<file path="src/rtl/comparator_operand_loader_pkg.sv">
// Constants shared along the comparator operand path: the default operand width
// and the loader state encoding.
package comparator_operand_loader_pkg;

  localparam int unsigned DEFAULT_WIDTH = 4;

  typedef enum logic [1:0] {
    ST_IDLE  = 2'd0,
    ST_SHIFT = 2'd1,
    ST_HOLD  = 2'd2
  } state_t;

endpackage

</file>
<file path="src/rtl/comparator_operand_loader_sipo_reg.sv">
// Serial-in parallel-out lane register. The first bit of a frame ends up as the MSB
// once WIDTH bits have been shifted in.
module sipo_reg #(
  parameter int unsigned WIDTH = 4
) (
  input  logic             clk,
  input  logic             rst,
  input  logic             load_first,
  input  logic             shift_en,
  input  logic             bit_in,
  output logic [WIDTH-1:0] q
);

  // Shift-and-or is used instead of a slice so that WIDTH=1 stays legal.
  always_ff @(posedge clk or posedge rst) begin
    if (rst) begin
      q <= '0;
    end else if (load_first) begin
      q <= WIDTH'(bit_in);
    end else if (shift_en) begin
      q <= (q << 1) | WIDTH'(bit_in);
    end
  end

endmodule

</file>
<file path="src/rtl/comparator_operand_loader.sv">
// Assembles two MSB-first serial operand lanes into parallel words and holds them
// on a valid/ready interface for the comparator; flags malformed frames.
module comparator_operand_loader
  import comparator_operand_loader_pkg::*;
#(
  parameter int unsigned WIDTH = DEFAULT_WIDTH
) (
  input  logic             clk,
  input  logic             rst,
  input  logic             sin_valid,
  input  logic             sin_start,
  input  logic             sin_a,
  input  logic             sin_b,
  output logic             sin_ready,
  output logic [WIDTH-1:0] A_out,
  output logic [WIDTH-1:0] B_out,
  output logic             out_valid,
  input  logic             out_ready,
  output logic             frame_err
);

  localparam int unsigned CW = $clog2(WIDTH + 1);
  localparam logic [CW-1:0] LAST = CW'(WIDTH - 1);

  state_t           state;
  state_t           state_nxt;
  logic [CW-1:0]    cnt;
  logic [CW-1:0]    cnt_nxt;
  logic             beat;
  logic             load_first;
  logic             shift_en;
  logic             complete;
  logic             err_nxt;
  logic [WIDTH-1:0] sh_a;
  logic [WIDTH-1:0] sh_b;
  logic [WIDTH-1:0] word_a;
  logic [WIDTH-1:0] word_b;

  sipo_reg #(.WIDTH(WIDTH)) u_lane_a (
    .clk        (clk),
    .rst        (rst),
    .load_first (load_first),
    .shift_en   (shift_en),
    .bit_in     (sin_a),
    .q          (sh_a)
  );

  sipo_reg #(.WIDTH(WIDTH)) u_lane_b (
    .clk        (clk),
    .rst        (rst),
    .load_first (load_first),
    .shift_en   (shift_en),
    .bit_in     (sin_b),
    .q          (sh_b)
  );

  assign sin_ready = (state == ST_IDLE) || (state == ST_SHIFT);
  assign beat      = sin_valid && sin_ready;

  // Word as it will look after this beat; equals the lone bit on a frame start when WIDTH=1.
  assign word_a = (sh_a << 1) | WIDTH'(sin_a);
  assign word_b = (sh_b << 1) | WIDTH'(sin_b);

  always_comb begin
    state_nxt  = state;
    cnt_nxt    = cnt;
    load_first = 1'b0;
    shift_en   = 1'b0;
    complete   = 1'b0;
    err_nxt    = 1'b0;
    case (state)
      ST_IDLE: begin
        if (beat) begin
          if (sin_start) begin
            load_first = 1'b1;
            cnt_nxt    = CW'(1);
            state_nxt  = ST_SHIFT;
            if (WIDTH == 1) complete = 1'b1;
          end else begin
            err_nxt = 1'b1;
          end
        end
      end
      ST_SHIFT: begin
        if (beat) begin
          if (sin_start) begin
            load_first = 1'b1;
            err_nxt    = 1'b1;
            cnt_nxt    = CW'(1);
            if (WIDTH == 1) complete = 1'b1;
          end else begin
            shift_en = 1'b1;
            cnt_nxt  = cnt + CW'(1);
            if (cnt == LAST) complete = 1'b1;
          end
        end
      end
      ST_HOLD: begin
        if (out_ready) state_nxt = ST_IDLE;
      end
      default: begin
        state_nxt = ST_IDLE;
        cnt_nxt   = '0;
      end
    endcase
    if (complete) begin
      state_nxt = ST_HOLD;
      cnt_nxt   = '0;
    end
  end

  always_ff @(posedge clk or posedge rst) begin
    if (rst) begin
      state     <= ST_IDLE;
      cnt       <= '0;
      A_out     <= '0;
      B_out     <= '0;
      out_valid <= 1'b0;
      frame_err <= 1'b0;
    end else begin
      state     <= state_nxt;
      cnt       <= cnt_nxt;
      frame_err <= err_nxt;
      out_valid <= (state_nxt == ST_HOLD);
      if (complete) begin
        A_out <= word_a;
        B_out <= word_b;
      end
    end
  end

endmodule

</file>
<file path="config.mk">
export PLATFORM = sky130hd
export DESIGN_NAME = comparator_operand_loader
export DESIGN_NICKNAME = d
export VERILOG_FILES = /design/src/rtl/comparator_operand_loader_pkg.sv /design/src/rtl/comparator_operand_loader_sipo_reg.sv /design/src/rtl/comparator_operand_loader.sv
export SDC_FILE = /design/constraint.sdc
export NUM_CORES = 1
export LEC_CHECK = 0
export BUFFER_PORTS_ARGS = -buffer_cell sky130_fd_sc_hd__buf_2
export CAP_MARGIN = 5
export CORE_MARGIN = 4
export CORE_UTILIZATION = 55
export CTS_CLUSTER_DIAMETER = 60
export DETAILED_ROUTE_END_ITERATION = 16
export PLACE_DENSITY = 0.83
export SLEW_MARGIN = 20
export SYNTH_ARGS = -nofsm -noshare
export SYNTH_HDL_FRONTEND = slang
export SYNTH_SLANG_ARGS = --single-unit
</file>
<file path="constraint.sdc">
create_clock -name clk -period 3.15 [get_ports clk]
set_input_delay 0.315 -clock clk [delete_from_list [all_inputs] [get_ports clk]]
set_output_delay 0.315 -clock clk [all_outputs]
set_load 0.05 [all_outputs]
</file>
### Word level (Yosys, flattened, before mapping)

Index checks and enable logic that the tools add are counted.
Widths: inputs -> output; s select.

| operators by class | value |
|---|---|
| $add $sub $neg | 1 |
| equal/unequal tests | 8 |
| mux-type cells | 26 |
| bitwise operators | 2 |
| reductions and logical operators | 6 |

Operators by type and width:

| operator | count |
|---|---|
| $mux 3 | 9 |
| $mux 1 | 10 |
| $ne 3x3->1 const B | 3 |
| $pmux 3 s3 | 1 |
| $mux 2 | 4 |
| $or 4x1->4 | 2 |
| $pmux 2 s3 | 1 |
| $eq 2x2->1 const B | 2 |
| $reduce_and 4->1 | 1 |
| $add 3x1->3 const B | 1 |
| $eq 3x2->1 const B | 1 |
| $eq 2x1->1 const B | 1 |
| $logic_not 2->1 | 1 |
| $ne 2x2->1 const B | 1 |
| $pmux 1 s2 | 1 |
| $reduce_bool 2->1 | 1 |
| $reduce_or 2->1 | 1 |
| $logic_and 1x1->1 | 1 |
| $logic_or 1x1->1 | 1 |

| storage, ports and cells | value |
|---|---|
| flip-flop bits (word level) | 21 |
| input port bits | 7 |
| output and inout bits | 11 |
| logic and storage cells | 51 |

### Logic depth before layout (Yosys ltp)

Gate-level depths: netlist (run 1).

| depth | value |
|---|---|
| word-level depth | 7 |
| depth in mapped cells | 5 |
| depth with buffers taken out | 5 |

### Cells and area by module

A second synthesis (run 1) with hierarchy kept.

| unflattened totals | value |
|---|---|
| cell total of the unflattened synthesis | 76 |
| area total of the unflattened synthesis | 1,022.2 um2 |

By module, submodules not included:

| module | instances | cells each | area an instance (um2) | sequential area each (um2) |
|---|---|---|---|---|
| comparator_operand_loader | 1 | 50 | 696.9 | 375.4 |
| sipo_reg | 2 | 13 | 162.7 | 100.1 |

### Least setup slack after synthesis (run 1)

No wires, ideal clock.

| path | value |
|---|---|
| path type | register -> register |
| from | reg state[1] |
| to | reg A_out[0] |
| data arrival time | 1,249 ps |
| path slack | 1,776 ps |
| stages on the path, launching flop included | 5 |
| period minus slack after synthesis | 1,374 ps |
| cells stage by stage | dfrtp_1 -> buf_6 -> and4bb_4 -> nand2_8 -> mux2_4 |

| on the way | value |
|---|---|
| word-level cells in the longest chain between the ends | 5 |

Ends and longest elaborated chain:

| what | RTL line | text |
|---|---|---|
| start: declaration | comparator_operand_loader.sv:25 | `state_t state;` |
| start signal: assignment | comparator_operand_loader.sv:121 | `state <= state_nxt;` |
| $eq 2x1->1 or $logic_not 2->1 (tied branches) | comparator_operand_loader.sv:57, comparator_operand_loader.sv:71 |  |
| $logic_or 1x1->1 | comparator_operand_loader.sv:57 | `assign sin_ready = (state == ST_IDLE) \|\| (state == ST_SHIFT);` |
| $logic_and 1x1->1 | comparator_operand_loader.sv:58 | `assign beat = sin_valid && sin_ready;` |
| $mux 1 | comparator_operand_loader.sv:85 | `if (beat) begin` |
| $mux 1 (*) | comparator_operand_loader.sv:71 | `case (state)` |
| end signal: assignment | comparator_operand_loader.sv:126 | `A_out <= word_a;` |
| end: declaration | comparator_operand_loader.sv:15 | `output logic [WIDTH-1:0] A_out,` |

Every way passes the cells marked *; elsewhere a longest branch is shown, timed or not.
A chain may end at the register's enable or synchronous reset.

### Worst setup path in the final report (run 1)

| path | value |
|---|---|
| from | reg cnt[0] |
| to | reg cnt[1] |

| on the way | value |
|---|---|
| word-level cells in the longest chain between the ends | 7 |

Ends and longest elaborated chain:

| what | RTL line | text |
|---|---|---|
| start: declaration | comparator_operand_loader.sv:27 | `logic [CW-1:0] cnt;` |
| start signal: assignment | comparator_operand_loader.sv:122 | `cnt <= cnt_nxt;` |
| $eq 3x2->1 | comparator_operand_loader.sv:94 | `if (cnt == LAST) complete = 1'b1;` |
| $mux 1 | comparator_operand_loader.sv:94 |  |
| $mux 1 | comparator_operand_loader.sv:86 | `if (sin_start) begin` |
| $mux 1 | comparator_operand_loader.sv:85 |  |
| $mux 1 | comparator_operand_loader.sv:71 |  |
| $ne 3x3->1 (no line) or $ne 2x2->1 (tied branches) | n/a |  |
| $reduce_and 4->1 (no line) | n/a |  |

Parallel ways exist; a longest one is shown, timed or not. The select of a mux whose other input is x is not followed.

==> results_dict.tcl, run 1 <==
set metrics [dict create \
    cp-start-kind "register" \
    cts-root-buf "clkbuf_4" \
    worstPathBufferInverterCount 0 \
    hold_path_class "input pin to async pin" \
    antenna_found_initial 0 \
    synth_cell_types 24 \
    critical_path_required_ns 3.40 \
    core_area_um2 1580 \
    synth_fp_nets 79 \
    worst_pin_slew_ns 0.753 \
    yosys_warnings 0 \
    utilization_pct 67.9 \
    clock_skew_ns 0.00281 \
    whs_ns 0.125 \
    ios 18 \
    powerDensity_nw_per_um2 956 \
    crit_path_max_incr_delay_ns 0.42 \
    row_count 14 \
    dp.final_hpwl_um 1120 \
    netlist_instances 70 \
    syn_area_um2 955 \
    power_mw 1.02 \
    status "complete, no violations" \
    fill_cells 115 \
    io_buffers 17 \
    rrSetupSlack_ns 1.61 \
    dieArea_um2 2470 \
    grt_first_pass_wirelength_um 2660 \
    clock-sinks 21 \
    pre_cts_slack_ns 1.61 \
    final_cell_mix "21 x dfrtp_1, 17 x buf_2, 8 x mux2_4, 6 x inv_1" \
    path_clk_slew_ns 0.10 \
    numCtsBuffers 3 \
    grt_usage_pct 14.7 \
    post-place-cells 101 \
    cts_buffer_depth 2 \
    ctsResizeCount 0 \
    r2r_cells 5 \
    slew_violations 0 \
    critPathTopFamily "adder cells" \
    place.gp.congestion 0.742 \
    drc 0 \
    cts_hold_buf 0 \
    die_w_um 49.7 \
    grt_setup_unrepaired "no" \
    antenna_left 0 \
    path_depth 5 \
    worst_slack_ns 1.61 \
    antennaDiodeCount 0 \
    drv_cap 0 \
    startpoint "cnt[0]$_DFFE_PP0P_" \
    fin_cells 105 \
    insertion_delay_ns 0.30 \
    syn_avg_cell_area_um2 13.6 \
    met1_usage_pct 18.8 \
    drtIter0Drc 13 \
    crit_fanout 3 \
    first_global_vias 588 \
    final_cell_area_um2 1070 \
    grt_max_degree 22 \
    grt_overflow 0 \
    areaGrowthSynthToFinish_pct 12.2 \
    use_met3_pct 3.61 \
    dr_total_vias 583 \
    r2r_start "cnt[0]$_DFFE_PP0P_" \
    maxSlewHeadroom_pct 49.8 \
    vdd_drop_max_mv 0.474 \
    post_cts_buffers 0 \
    die_y_um 49.7 \
    fmax_mhz 647 \
    use_met2_pct 21.4 \
    end_kind "register" \
    routed_wl_um 1480 \
    final-setup-viol-count 0 \
    cts_max_level 1 \
    p_leak_nw 0.557 \
    ys_ff_latch 21 \
    drive_above_1_share_pct 41.6 \
    seq_area_frac_synth_pct 55.0 \
    crit_arrival_ns 1.80 \
    setup_tns_ns 0 \
    critical_path.cell_chain "ha_1 > ha_1 > nand2_1 > nor4b_1 > mux2_2" \
    crit_top_cell "ha_1" \
    hold_viol 0 \
    fin_nets 99 \
    place_area_um2 1040 \
    cts_tree "yes" \
    wl_per_cell_um 14.1 \
    start_util_pct 60.6 \
    first_pass_iters 4 \
    cp_slowest_cell "dfrtp_1" \
    period_needed_ns 1.54 \
    viasPerCell 5.55 \
    crit_type "register to register" \
    fin_crit_sh_pct 49.0 \
    top_usage_layer "met2" \
    layout_commonest_cell "dfrtp_1" \
]
synth_stat cells (all sizes together):
master | n | share of area [%]
nand2 | 5 | 3.7
and2b | 2 | 1.8
dfrtp | 21 | 55
buf | 1 | 1.2
nor2b | 1 | 0.66
a22o | 3 | 2.8
o22ai | 2 | 1.3
nor4b | 2 | 1.8
mux2 | 12 | 17
o31ai | 2 | 1.6
nor3b | 1 | 0.79
and4bb | 1 | 1.7
o21ai | 3 | 2.0
a31oi | 1 | 0.66
ha | 2 | 2.6
a21oi | 1 | 0.52
clkbuf | 1 | 0.39
nand2b | 1 | 0.66
nor2 | 1 | 0.39
a22oi | 1 | 0.79
inv | 6 | 2.4
flip-flops by register name (all words and copies together) (netlist names):
name	count
state	2
u_lane_a.q	3
A_out	4
u_lane_b.q	3
cnt	3
frame_err	1
out_valid	1
B_out	4
report_power, final:
part           switching, mW  internal [mW]  total, mW
Combinational          0.290          0.173      0.463
Clock                 0.0754         0.0495      0.125
Sequential            0.0732          0.363      0.436
Total                  0.438          0.585       1.02
per-layer routing:
metal	up-vias	share of wire [%]
li1	290	-
met1	273	51
met2	15	42
met3	5	4.1
met4	0	3.3
met5	-	0
final timing paths:
check	end
worst max-delay path	cnt[1]$_DFFE_PP0P_
worst min-delay path	out_valid$_DFF_PP0_
worst max register to register	cnt[1]$_DFFE_PP0P_
worst min register to register	A_out[1]$_DFFE_PP0P_
max in group asynchronous	A_out[0]$_DFFE_PP0P_
min in group clk	out_valid$_DFF_PP0_
cells by family (layout without fill, tap and decap cells):
kind of cell	Yosys count	in the layout	share of synthesized area (%)
buffers and inverters	8	27	3.93
AO/OA/AOI/OAI	13	13	9.57
multiplexers	12	12	17.3
adder cells (fa/ha/maj)	2	2	2.62
AND/OR/NAND/NOR	14	14	11.5
flip-flops	21	21	55.0
cell type report:
type | count | area, um^2 | share of cell area [%]
sequential | 21 | 526 | 49.1
tap | 16 | 20.0 | 1.87
inverter | 6 | 22.5 | 2.10
timing repair buffer | 17 | 85.1 | 7.94
multi-input combinational | 41 | 392 | 36.6
clock buffer | 4 | 26.3 | 2.45
Power figures use the tool's default switching activity.
==> run 2, diff against run 1 <==
--- a/config.mk
+++ b/config.mk
@@ -8,10 +8,10 @@
 export BUFFER_PORTS_ARGS = -buffer_cell sky130_fd_sc_hd__buf_2
 export CAP_MARGIN = 5
 export CORE_MARGIN = 4
-export CORE_UTILIZATION = 55
+export CORE_UTILIZATION = 47
 export CTS_CLUSTER_DIAMETER = 60
 export DETAILED_ROUTE_END_ITERATION = 16
-export PLACE_DENSITY = 0.83
+export PLACE_DENSITY = 0.76
 export SLEW_MARGIN = 20
 export SYNTH_ARGS = -nofsm -noshare
 export SYNTH_HDL_FRONTEND = slang
==> constraint.sdc (replaced) <==
create_clock -name clk -period 1.35 [get_ports clk]
set_input_delay 0.135 -clock clk [delete_from_list [all_inputs] [get_ports clk]]
set_output_delay 0.135 -clock clk [all_outputs]
set_load 0.05 [all_outputs]
==> results_dict.tcl, run 2 (same netlist as run 1, synthesis figures left out) <==
set metrics [dict create \
    crit_path_max_incr_delay_ns 0.46 \
    grt_overflow 0 \
    start_util_pct 49.2 \
    cp_slowest_cell "dfrtp_2" \
    cts_buffer_depth 2 \
    crit_fanout 9 \
    crit_type "register to register" \
    hold_viol 0 \
    grt_usage_pct 14.3 \
    viasPerCell 4.98 \
    drtIter0Drc 5 \
    dr_total_vias 637 \
    pre_cts_slack_ns -0.0378 \
    post-place-cells 120 \
    dp.final_hpwl_um 1160 \
    antenna_found_initial 0 \
    whs_ns 0.0225 \
    io_buffers 17 \
    p_leak_nw 0.630 \
    drive_above_1_share_pct 55.4 \
    utilization_pct 62.9 \
    drv_cap 0 \
    cts-root-buf "clkbuf_4" \
    die_w_um 53.1 \
    vdd_drop_max_mv 1.23 \
    crit_arrival_ns 1.54 \
    slew_violations 0 \
    status "complete, no violations" \
    cts_tree "yes" \
    die_y_um 53.1 \
    first_global_vias 630 \
    crit_end "B_out[3]$_DFFE_PP0P_" \
    fin_nets 111 \
    critical_path.cell_chain "and4bb_4 > nand2_8 > mux2_4" \
    drc 0 \
    antenna_left 0 \
    fin_cells 128 \
    wl_per_cell_um 13.3 \
    critical_path_required_ns 1.55 \
    startpoint "state[1]$_DFF_PP0_" \
    fin_crit_sh_pct 99.3 \
    hold_path_class "input pin to register" \
    timing.rr.end "B_out[3]$_DFFE_PP0P_" \
    grt_max_degree 22 \
    place.gp.congestion 0.743 \
    insertion_delay_ns 0.30 \
    cts_max_level 1 \
    reg_top3 "A_out x4, B_out x4" \
    first_pass_iters 3 \
    worst_pin_slew_ns 0.256 \
    clock-sinks 21 \
    rrSetupSlack_ns 0.009 \
    antennaDiodeCount 0 \
    layout_commonest_cell "dfrtp_1" \
    fmax_mhz 746 \
    cp-start-kind "register" \
    maxSlewHeadroom_pct 82.8 \
    clock_skew_ns 0.00126 \
    grt_setup_unrepaired "yes" \
    dieArea_um2 2820 \
    period_needed_ns 1.34 \
    powerDensity_nw_per_um2 2120 \
    worst_slack_ns 0.00878 \
    grt_first_pass_wirelength_um 2860 \
    numCtsBuffers 3 \
    end_kind "register" \
    core_area_um2 1940 \
    ios 18 \
    row_count 16 \
    final_cell_mix "20 x dfrtp_1, 17 x buf_2, 11 x buf_4, 8 x mux2_4, 6 x inv_1" \
    path_clk_slew_ns 0.12 \
    r2r_start "state[1]$_DFF_PP0_" \
    routed_wl_um 1700 \
    final-setup-viol-count 0 \
    r2r_cells 3 \
    areaGrowthSynthToFinish_pct 27.9 \
]
run 2: cell count changes in the layout (fill, tap and decap cells not counted), sizes merged:
cell,change
buf,+11
clkbuf,-1
clkinv,+1
dlygate4sd3,+1
run 2: what timing repair did:
| action | in CTS | in global routing |
|---|---|---|
| hold buffers | 1 | 0 |
| hold endpoints to repair | 21 | 0 |
| buffers inserted | 2 | 1 |
| pin swaps | 0 | 1 |
| resized for setup | 5 | 3 |
| endpoints found under the setup margin | 10 | 12 |
run 2: stage by stage:
stage	total power, mW	setup TNS, ns	area, um^2
final	2.59	0	1220
after global routing	2.76	-0.0836	1220
after CTS	2.58	0	1200
after detailed placement	2.20	-0.0480	1120
after global placement	2.18	0	1120
after floorplan	1.90	0	957
run 2: layout make-up:
| class | count | area (um^2) |
|---|---|---|
| tap | 27 | 33.8 |
| fill | 162 | 721 |
| sequential | 21 | 527 |
| multi-input combinational | 41 | 433 |
| clock inverter | 1 | 5.00 |
| inverter | 6 | 22.5 |
| timing repair buffer | 29 | 178 |
| clock buffer | 3 | 22.5 |
run 2: how the worst min path moves through the flow:
stage,from,endpoint,slack (ns),cells past startpoint
floorplan,rst,A_out[0]$_DFFE_PP0P_,0.11,1
global placement,rst,B_out[3]$_DFFE_PP0P_,0.17,3
detailed placement,rst,B_out[3]$_DFFE_PP0P_,0.18,3
CTS,out_ready,out_valid$_DFF_PP0_,0.02,2
global route,out_ready,out_valid$_DFF_PP0_,0.02,2
finish,out_ready,out_valid$_DFF_PP0_,0.02,2
run 2: power by group:
part | total [mW] | internal, mW | leakage [nW] | switching, mW
Combinational | 1.30 | 0.538 | 0.343 | 0.763
Sequential | 0.980 | 0.847 | 0.269 | 0.133
Clock | 0.304 | 0.110 | 0.0177 | 0.194
run 2: metal layers:
metal / share of wire, % / up-vias / track usage [%]
li1: - / 311 / -
met1: 46 / 315 / 18.4
met2: 49 / 9 / 22.7
met3: 3.4 / 2 / 2.54
met4: 0.59 / 0 / 7.66
met5: 0 / - / 0
run 2: critical path, delay by kind of cell, from the launching register on:
kind,cells,cell delay (ns)
flip-flops,1,0.46
multiplexers,1,0.31
AND/OR/NAND/NOR,2,0.46
